$ cat src/rtl/net_change_logger_pkg.sv
// +----------------------------------------------------------------------------+
// | ncl_pkg : shared types and sizing helpers for net_change_logger            |
// | Rev 1.0 : initial release                                                  |
// +----------------------------------------------------------------------------+
`default_nettype none

// One log entry; the parameters are given as macro arguments so a module with
// its own WIDTH/TS_W can declare a matching struct locally.
`ifndef NCL_ENTRY_T
`define NCL_ENTRY_T(W, T) struct packed { logic [(T)-1:0] stamp; logic [(W)-1:0] prev; logic [(W)-1:0] value; }
`endif

package ncl_pkg;

  localparam int NCL_WIDTH = 1;
  localparam int NCL_DEPTH = 4;
  localparam int NCL_TS_W  = 16;
  localparam int PTR_W     = $clog2(NCL_DEPTH);

  typedef `NCL_ENTRY_T(NCL_WIDTH, NCL_TS_W) ncl_entry_t;

  function automatic int ncl_ptr_w(input int depth);
    return $clog2(depth);
  endfunction

  function automatic int ncl_entry_w(input int width, input int ts_w);
    return ts_w + 2 * width;
  endfunction

endpackage

`default_nettype wire

$ cat src/rtl/net_change_logger_fifo.sv
// +----------------------------------------------------------------------------+
// | ncl_event_fifo : synchronous FIFO with a registered head entry             |
// | Rev 1.0 : initial release                                                  |
// +----------------------------------------------------------------------------+
`default_nettype none

module ncl_event_fifo
  import ncl_pkg::*;
#(
  parameter int DW    = 8,
  parameter int DEPTH = NCL_DEPTH
) (
  input  logic                     clk,
  input  logic                     rst,
  input  logic                     push,
  input  logic                     pop,
  input  logic [DW-1:0]            din,
  output logic [DW-1:0]            dout,
  output logic                     full,
  output logic                     empty,
  output logic [$clog2(DEPTH):0]   level
);

  localparam int AW = ncl_ptr_w(DEPTH);
  localparam int PW = AW + 1;

  logic [PW-1:0] wr_q, wr_d;
  logic [PW-1:0] rd_q, rd_d;
  logic [PW-1:0] rd_nxt;
  logic [DW-1:0] head_q, head_d;
  logic [DW-1:0] mem_q [DEPTH];
  logic [DW-1:0] mem_d [DEPTH];

  assign level = wr_q - rd_q;
  assign empty = (wr_q == rd_q);
  assign full  = (wr_q[AW] != rd_q[AW]) && (wr_q[AW-1:0] == rd_q[AW-1:0]);
  assign dout  = head_q;

  always_comb begin
    mem_d  = mem_q;
    wr_d   = wr_q;
    rd_d   = rd_q;
    head_d = head_q;
    rd_nxt = rd_q + PW'(1);

    if (push) begin
      mem_d[wr_q[AW-1:0]] = din;
      wr_d                = wr_q + PW'(1);
    end

    // The head register must always mirror the oldest stored entry, so it is
    // refilled from the next slot on a pop, or straight from din when the
    // FIFO is (or is about to become) otherwise empty.
    if (pop) begin
      rd_d = rd_nxt;
      if (level > PW'(1)) begin
        head_d = mem_q[rd_nxt[AW-1:0]];
      end else if (push) begin
        head_d = din;
      end
    end else if (empty && push) begin
      head_d = din;
    end
  end

  always_ff @(posedge clk or posedge rst) begin
    if (rst) begin
      wr_q   <= '0;
      rd_q   <= '0;
      head_q <= '0;
      mem_q  <= '{default: '0};
    end else begin
      wr_q   <= wr_d;
      rd_q   <= rd_d;
      head_q <= head_d;
      mem_q  <= mem_d;
    end
  end

endmodule

`default_nettype wire

$ cat src/rtl/net_change_logger.sv
// +----------------------------------------------------------------------------+
// | net_change_logger : clocked 4-state change detector feeding an event FIFO  |
// | Rev 1.0 : initial release                                                  |
// +----------------------------------------------------------------------------+
`default_nettype none

module net_change_logger
  import ncl_pkg::*;
#(
  parameter int WIDTH = NCL_WIDTH,
  parameter int DEPTH = NCL_DEPTH,
  parameter int TS_W  = NCL_TS_W
) (
  input  logic                     clk,
  input  logic                     rst,
  input  logic                     en,
  input  logic [WIDTH-1:0]         sample_in,
  input  logic                     out_ready,
  output logic                     out_valid,
  output logic [WIDTH-1:0]         out_value,
  output logic [WIDTH-1:0]         out_prev,
  output logic [TS_W-1:0]          out_stamp,
  output logic                     overflow,
  output logic [$clog2(DEPTH):0]   level
);

  typedef `NCL_ENTRY_T(WIDTH, TS_W) entry_t;
  localparam int EW = ncl_entry_w(WIDTH, TS_W);

  logic [TS_W-1:0]  stamp_q, stamp_d;
  logic [WIDTH-1:0] prev_q, prev_d;
  logic             primed_q, primed_d;
  logic             overflow_q, overflow_d;

  logic   evt;
  logic   pop;
  logic   push;
  logic   fifo_full;
  logic   fifo_empty;
  entry_t din;
  entry_t head;

  always_comb begin
    stamp_d    = stamp_q + TS_W'(1);
    prev_d     = prev_q;
    primed_d   = primed_q;
    overflow_d = overflow_q;

    // 4-state compare so that x/z transitions count as changes.
    evt  = en && (!primed_q || (sample_in !== prev_q));
    pop  = !fifo_empty && out_ready;
    push = evt && (!fifo_full || pop);

    din.stamp = stamp_q;
    din.prev  = prev_q;
    din.value = sample_in;

    // prev tracks the true last sample even when its entry is dropped.
    if (evt) begin
      prev_d   = sample_in;
      primed_d = 1'b1;
      if (!push) begin
        overflow_d = 1'b1;
      end
    end
  end

  always_ff @(posedge clk or posedge rst) begin
    if (rst) begin
      stamp_q    <= '0;
      prev_q     <= '0;
      primed_q   <= 1'b0;
      overflow_q <= 1'b0;
    end else begin
      stamp_q    <= stamp_d;
      prev_q     <= prev_d;
      primed_q   <= primed_d;
      overflow_q <= overflow_d;
    end
  end

  ncl_event_fifo #(
    .DW    (EW),
    .DEPTH (DEPTH)
  ) u_fifo (
    .clk   (clk),
    .rst   (rst),
    .push  (push),
    .pop   (pop),
    .din   (din),
    .dout  (head),
    .full  (fifo_full),
    .empty (fifo_empty),
    .level (level)
  );

  assign out_valid = !fifo_empty;
  assign out_value = head.value;
  assign out_prev  = head.prev;
  assign out_stamp = head.stamp;
  assign overflow  = overflow_q;

endmodule

`default_nettype wire

$ cat config.mk
export PLATFORM = sky130hd
export DESIGN_NAME = net_change_logger
export DESIGN_NICKNAME = d
export VERILOG_FILES = /design/src/rtl/net_change_logger_pkg.sv /design/src/rtl/net_change_logger_fifo.sv /design/src/rtl/net_change_logger.sv
export SDC_FILE = /design/constraint.sdc
export NUM_CORES = 1
export LEC_CHECK = 0
export CORE_ASPECT_RATIO = 0.9
export CORE_UTILIZATION = 35
export DETAILED_ROUTE_END_ITERATION = 8
export SLEW_MARGIN = 10
export SYNTH_ARGS = -nofsm -noshare
export SYNTH_HDL_FRONTEND = slang
export SYNTH_SLANG_ARGS = --single-unit
export TNS_END_PERCENT = 50
$ cat constraint.sdc
create_clock -name clk -period 5.85 [get_ports clk]
set_input_delay 1.755 -clock clk [delete_from_list [all_inputs] [get_ports clk]]
set_output_delay 1.755 -clock clk [all_outputs]
set_load 0.01 [all_outputs]
==> results.md, run 1 <==
* Status: completed
* Cell Rows at approximately 40
* Crit start category: register
* Combinational power share at between 30% and 40%
* Remaining antenna violation count at 0
* Minimum clock period at approximately 4000 ps
* Die H at between 100 and 150 um
* CP Data Required Time at between 4000 and 5000 ps
* Initial core utilization at between 30% and 40%
* Worst Path Arrival at approximately 2300 ps
* Ranking of synthesized cells by area: dfrtp_1 (55%), mux2_2 (24%), mux4_2 (7.8%)
* Final Skew at 11.57 ps
* Max-cap violations at 0
* CTS tree: yes
* # fillers at between 1000 and 1500
* Synth-to-Final Area Change at 20.06%
* Hold-fix buffers, CTS at 0
* Number of CTS-inserted buffers at 17
* Syn_nets at ~360
* Post-Synthesis Cell Area at 5221 um^2
* Synth unique cells at 33
* Synth Instances at roughly 340
* Core box area at about 14000 um^2
* Syn_area_per_cell at 15.27 um^2
* Slew at the pin with the worst max-slew slack at roughly 920 ps
* I/O Buffers at 27
* Share of layout cells above drive strength 1 at 44.19%
* Total congestion overflow at 0
* DR vias/cell at roughly 5.0
* Clock transition at path regs at ~50 ps
* Seq pwr share at 32.1%
* Worst hold path class: register to register
* P_sw at 1.015 mW
* Drt pass-1 iters at 4
* Die ar. at between 15000 and 20000 um^2
* XOR/XNOR share of the synthesized area at 4.002%
* Async S/R FF share, synth at 100.0%
* First-pass GRT wire length at roughly 17000 um
* Clk root buf: clkbuf_16
* Adder-cell area share of the yosys netlist at around 2.3%
* Initial antenna violation count at 0
* Relative slew margins at a little under 40%
* Area leader, netlist: dfrtp_1
* Post-CTS sizing at 0
* First DRT Iteration DRCs at between 150 and 200
* Fin crit share at 68.89%
* Largest net degree at the start of global routing at between 70 and 80
* Clk_lat worst skew at a little over 400 ps
* Post-Layout Cell Count at a little under 600
* # placed instances at 550
* Final hold violation count at 0
* Clock power frac at a little under a third
* Drt total wl at between 10000 and 15000 um
* WHS at between 400 and 500 ps
* Chip Width at ~130 um
* Critical path type: register to output port
* GPL Wtd Cong at roughly 0.7
* Largest family of logic cells by synthesized area: multiplexers
* Int Pwr at approximately 2.3 mW
* Sum of negative setup slack at 0 ps
* Nets at 390
* Number of enable flip-flop cells after synthesis at 0
* Sequential fraction of the synthesis area at 55.12%
* Post-synth top area share at about 55%
* Worst vdd ir at 322.1 uV
* ANT cells at 0
* Post CTS Setup Buffer Count at 0
* DP HPWL at a little under 6000 um
* Final core occ at ~44%
* Clock sink count at 115
* Vias in the first global route at 3093
* DRC viols at 0
* CTS max path bufs at 2
* Final Setup Violations at 0
* Crit. End Element: output port
* Drt wl/cell at about 18 um
* Slew Viols, Final at 0
* I/O pin count at 28
* Mux contribution to synthesized area at between 30% and 40%
* Power density over the cells at between 500 and 600 nW/um^2
* Peak Freq at roughly 0.25 GHz
* Global Route Usage Sum at between 10% and 20%
* Vias at a little under 3000
* Synthesis-stage register bit count at 115
* Switching share of power at 30.81%
* H-tree depth at 4
* CP Max Fanout at 4
* Unrepaired setup endpoints after global routing: false
* Yosys Warn Count at 0
* Ys flop type: dfrtp_1
* Post-synthesis compound-gate area fraction at about 1.6%
* P_leak at 2.881 nW
* Synth Area in Simple Gates at 3.211%
-- layout by cell type (no fill, tap or decap), types with 2 or more instances in the layout --
cell type,synthesis,layout
mux2_2,109,109
xor2_1,7,7
clkdlybuf4s50_1,0,27
nand2_1,8,8
inv_1,9,8
mux4_2,18,18
clkinv_2,0,3
ha_1,8,8
xnor2_1,14,14
nand3_1,8,8
clkbuf_8,0,7
clkbuf_16,0,17
nand2_2,4,4
nand4_1,2,2
and3_1,4,4
dfrtp_1,115,115
clkbuf_1,9,2
buf_4,1,6
nor2_1,4,4
-- Yosys cell counts, types with 2 or more instances --
library cell,number
nand3_1,8
nand2_2,4
xnor2_1,14
nand4_1,2
and3_1,4
clkbuf_1,9
xor2_1,7
buf_2,5
inv_1,9
mux2_2,109
nor2_1,4
nand2_1,8
dfrtp_1,115
ha_1,8
mux4_2,18
-- power groups by stage --
stage / combinational [mW] / sequential, mW / clock [mW]
after floorplan: 0.894 / 1.05 / 0
after global placement: 1.26 / 1.06 / 0
after detailed placement: 1.26 / 1.07 / 0
after CTS: 1.27 / 1.06 / 1.02
after global routing: 1.35 / 1.08 / 1.06
final: 1.24 / 1.06 / 0.993
-- layer usage --
layer	track usage [%]	vias up	part of all wire, %
li1	-	1298	-
met1	21.25	1525	51
met4	5.172	0	1.2
met5	0	-	0
met2	21.23	50	45
met3	4.864	9	3.4
-- flip-flops by register name, indices dropped and copies added (netlist names) --
register / cells
u_fifo.mem_q: 72
u_fifo.dout: 18
overflow: 1
primed_q: 1
prev_q: 1
u_fifo.wr_q: 3
stamp_q: 16
u_fifo.rd_q: 3
-- worst paths after layout --
| path | from | to | slack, ps | cells past startpoint |
|---|---|---|---|---|
| min | overflow | overflow | 470 | 1 |
| max | u_fifo.wr_q[0] | level[2] | 1820 | 5 |
| min in group asynchronous | rst | u_fifo.dout[0] | 1890 | 2 |
| max in group asynchronous | rst | u_fifo.mem_q[48] | 3040 | 3 |
| max reg2reg | u_fifo.wr_q[0] | u_fifo.dout[10] | 2920 | 8 |
| min reg2reg | overflow | overflow | 470 | 1 |
-- stage by stage --
step	setup WS, ps	cell area, um^2	power (mW)
5_1_grt	1720	6269	3.490
3_5_place_dp	1766	5694	2.330
4_1_cts	1806	6269	3.342
2_1_floorplan	1051	5221	1.947
6_report	1820	6269	3.294
3_3_place_gp	1791	5694	2.317
-- kinds of logic (layout without fill, tap and decap cells) --
group | after synthesis | in the layout
multiplexers | 128 | 128
buffers and inverters | 27 | 72
AND/OR/NAND/NOR | 33 | 33
XOR/XNOR | 22 | 22
adder cells (fa/ha/maj) | 9 | 9
AO/OA/AOI/OAI | 8 | 8
flip-flops | 115 | 115
-- critical path, cell delays in order, from the launching register on --
cell and delay [ps]:
dfrtp_1 380, inv_1 110, ha_1 210, fa_1 370, xor3_2 270, clkdlybuf4s50_1 540
-- final cells by class --
cell class              count  area, um^2  share of cell area, %
clock buffers              26       529.3                  8.443
clock inverters             4       45.04                 0.7186
inverters                   9       36.28                 0.5788
multi-input cells         200        2223                  35.47
flip-flops and latches    115        2878                  45.91
well taps                 193       241.5                  3.852
repair buffers             33       315.3                  5.030
Power figures use the tool's default switching activity.
==> run 2: changes to the inputs <==
Clock period 5.85 ns to 3.65 ns, I/O delays scaled along.
==> run 2 against run 1 <==
- sequential share of layout area decreased by 0.86 points
- sequential cell count unchanged
- clock skew increased by 1.3 ps
- clock power increased by 71%
- routed wire length increased by 0.17%
- combinational power increased by 64%
- count of clock-buffer cells in the layout decreased by 6
- cell area increased by 1.9%
- total power increased by 65%
- sequential power increased by 59%
- global-route usage increased by 0.28 points
- critical path type unchanged
- highest routed layer unchanged
==> results.md, run 2 (synthesized netlist as in run 1, its figures left out) <==
* Minimum clock period at about 3400 ps
* Most flops, register: u_fifo.mem_q (unchanged)
* Largest net degree at the start of global routing at 116 (was 74)
* P_sw at 1.670 mW (was 1.015 mW)
* Drt pass-1 iters at 4 (unchanged)
* Max-cap violations at 0 (unchanged)
* Instance count on the critical path at 5 (unchanged)
* Worst Path Arrival at 2290 ps (was 2280 ps)
* Vias in the first global route at 3192 (was 3093)
* Sum of negative setup slack at 0 ps (unchanged)
* Die H at 117.9 um (unchanged)
* Clk root buf: clkbuf_16 (unchanged)
* Hold Crit Depth at 1 (unchanged)
* Nets at 399 (was 390)
* Critical path type: register to output port (unchanged)
* Status: completed (unchanged)
* Number of CTS-inserted buffers at 17 (unchanged)
* Clock transition at path regs at 50 ps (about the same)
* Post CTS Setup Buffer Count at 0 (unchanged)
* CTS max path bufs at 2 (unchanged)
* Peak Freq at roughly 0.30 GHz
* Setup ws final at 267.9 ps (was 1820 ps)
* CTS tree: yes (unchanged)
* Global Route Usage Sum at 15.23% (was 14.94%)
* ANT cells at 0 (unchanged)
* Die ar. at 15410 um^2 (unchanged)
* Initial antenna violation count at 0 (unchanged)
* I/O pin count at 28 (unchanged)
* DR vias/cell at 4.897 (was 4.969)
* Total Power at 5.427 mW (was 3.294 mW)
* Synth-to-Final Area Change at 22.36% (was 20.06%)
* # fillers at 1274 (was 1272)
* Slew Viols, Final at 0 (unchanged)
* Dpl cell area at 5776 um^2 (was 5694 um^2)
* Worst hold path class: register to register (unchanged)
* Unrepaired setup endpoints after global routing: false (unchanged)
* Top delay family on crit path: buffers and inverters (unchanged)
* Initial core utilization at 36.48% (unchanged)
* Relative slew margins at 55.65% (was 38.57%)
* Crit. End Element: output port (unchanged)
* Critical Path, Cell by Cell: inv_1 -> ha_1 -> fa_1 -> xor3_2 -> clkdlybuf4s50_1 (unchanged)
* DP HPWL at 6319 um (was 5899 um)
* Vias at 2894 (was 2882)
* First-pass GRT wire length at 17240 um (was 16890 um)
* Hold-fix buffers, CTS at 0 (unchanged)
* Highest cell delay on the worst timing path at 550 ps (was 540 ps)
* Worst vdd ir at 681.0 uV (was 322.1 uV)
* Seq pwr share at 31.1% (was 32.1%)
* CP Max Fanout at 4 (unchanged)
* Buf/Inv on CP at 2 (unchanged)
* Reg2Reg Depth at 8 (unchanged)
* Pre-CTS WS at 529.5 ps (was 1766 ps)
* Total congestion overflow at 0 (unchanged)
* Clock power frac at 31.4% (was 30.1%)
* Switching share of power at 30.77% (was 30.81%)
* Power density over the cells at 849.4 nW/um^2 (was 525.4 nW/um^2)
* Chip Width at 130.7 um (unchanged)
* H-tree depth at 4 (unchanged)
* I/O Buffers at 27 (unchanged)
* Largest register FFs at 72 (unchanged)
* Core box area at 14310 um^2 (unchanged)
* CP Data Required Time at 2550 ps (was 4090 ps)
* Final hold violation count at 0 (unchanged)
* Fin area at 6389 um^2 (was 6269 um^2)
* Most frequent cells in the layout: dfrtp_1 (115), mux2_2 (109), clkdlybuf4s50_1 (27), mux4_2 (18), clkbuf_16 (17) (unchanged)
* Fin crit share at about 93%
* P_leak at 2.920 nW (was 2.881 nW)
* Drt wl/cell at 17.21 um (was 17.51 um)
* WHS at 480.9 ps (was 467.3 ps)
* Share of layout cells above drive strength 1 at 45.98% (was 44.19%)
* GPL Wtd Cong at 0.7075 (was 0.7141)
* First DRT Iteration DRCs at 174 (was 153)
* Remaining antenna violation count at 0 (unchanged)
* Post-CTS sizing at 0 (unchanged)
* Combinational power share at 37.5% (was 37.8%)
* Crit start category: register (unchanged)
* Clk_lat worst skew at 420 ps (was 410 ps)
* Cell Rows at 41 (unchanged)
* Clock sink count at 115 (unchanged)
* Final Skew at 12.88 ps (was 11.57 ps)
* Final Setup Violations at 0 (unchanged)
* Int Pwr at 3.757 mW (was 2.279 mW)
* Most common cell after layout, fill and taps aside: dfrtp_1 (unchanged)
* Drt total wl at 10170 um (was 10160 um)
* Slew at the pin with the worst max-slew slack at 665.2 ps (was 921.4 ps)
* Crit path max-delay cell type: clkdlybuf4s50_1 (unchanged)
* DRC viols at 0 (unchanged)
## run 2: cell count changes in the layout (fill, tap and decap cells not counted), sizes merged
cell / before / now
clkinv: 3 / 5
inv: 9 / 8
clkbuf: 26 / 20
bufinv: 1 / 3
clkinvlp: 0 / 5
buf: 6 / 15
## run 2: power by group through the flow
| stage | Combinational, mW | Sequential, mW | Clock [mW] |
|---|---|---|---|
| after global placement | 2.04 | 1.70 | 0 |
| after global routing | 2.23 | 1.72 | 1.81 |
| final | 2.03 | 1.69 | 1.70 |
| after detailed placement | 2.08 | 1.71 | 0 |
| after floorplan | 1.43 | 1.69 | 0 |
| after CTS | 2.09 | 1.69 | 1.74 |
## run 2: through the flow
stage	utilization [%]	std cells
6_report	44.64	591
4_1_cts	44.64	591
3_5_place_dp	40.35	559
3_3_place_gp	40.35	559
2_1_floorplan	-	342
5_1_grt	44.64	591
## run 2: area by class of cell
cell class | instances | area, um^2 | area share (%)
clock buffers | 20 | 456.7 | 7.148
clock inverters | 12 | 156.4 | 2.448
inverters | 9 | 37.54 | 0.5875
multi-input cells | 200 | 2223 | 34.80
flip-flops and latches | 115 | 2878 | 45.05
well taps | 193 | 241.5 | 3.780
repair buffers | 42 | 395.4 | 6.189
## run 2: final timing paths
path	to	slack (ps)	startpoint
setup reg to reg	u_fifo.dout[17]	840	u_fifo.wr_q[0]
setup / recovery	level[2]	270	u_fifo.wr_q[0]
hold / removal	overflow	480	overflow
min in group asynchronous	primed_q	1200	rst
max in group asynchronous	u_fifo.mem_q[35]	2000	rst
hold reg to reg	overflow	480	overflow
## run 2: per-layer routing
layer / wire length, um / track usage [%] / vias up
li1: - / - / 1325
met1: 4909 / 20.74 / 1520
met2: 4821 / 22.06 / 40
met3: 315 / 5.409 / 9
met4: 126 / 5.819 / 0
met5: 0 / 0 / -
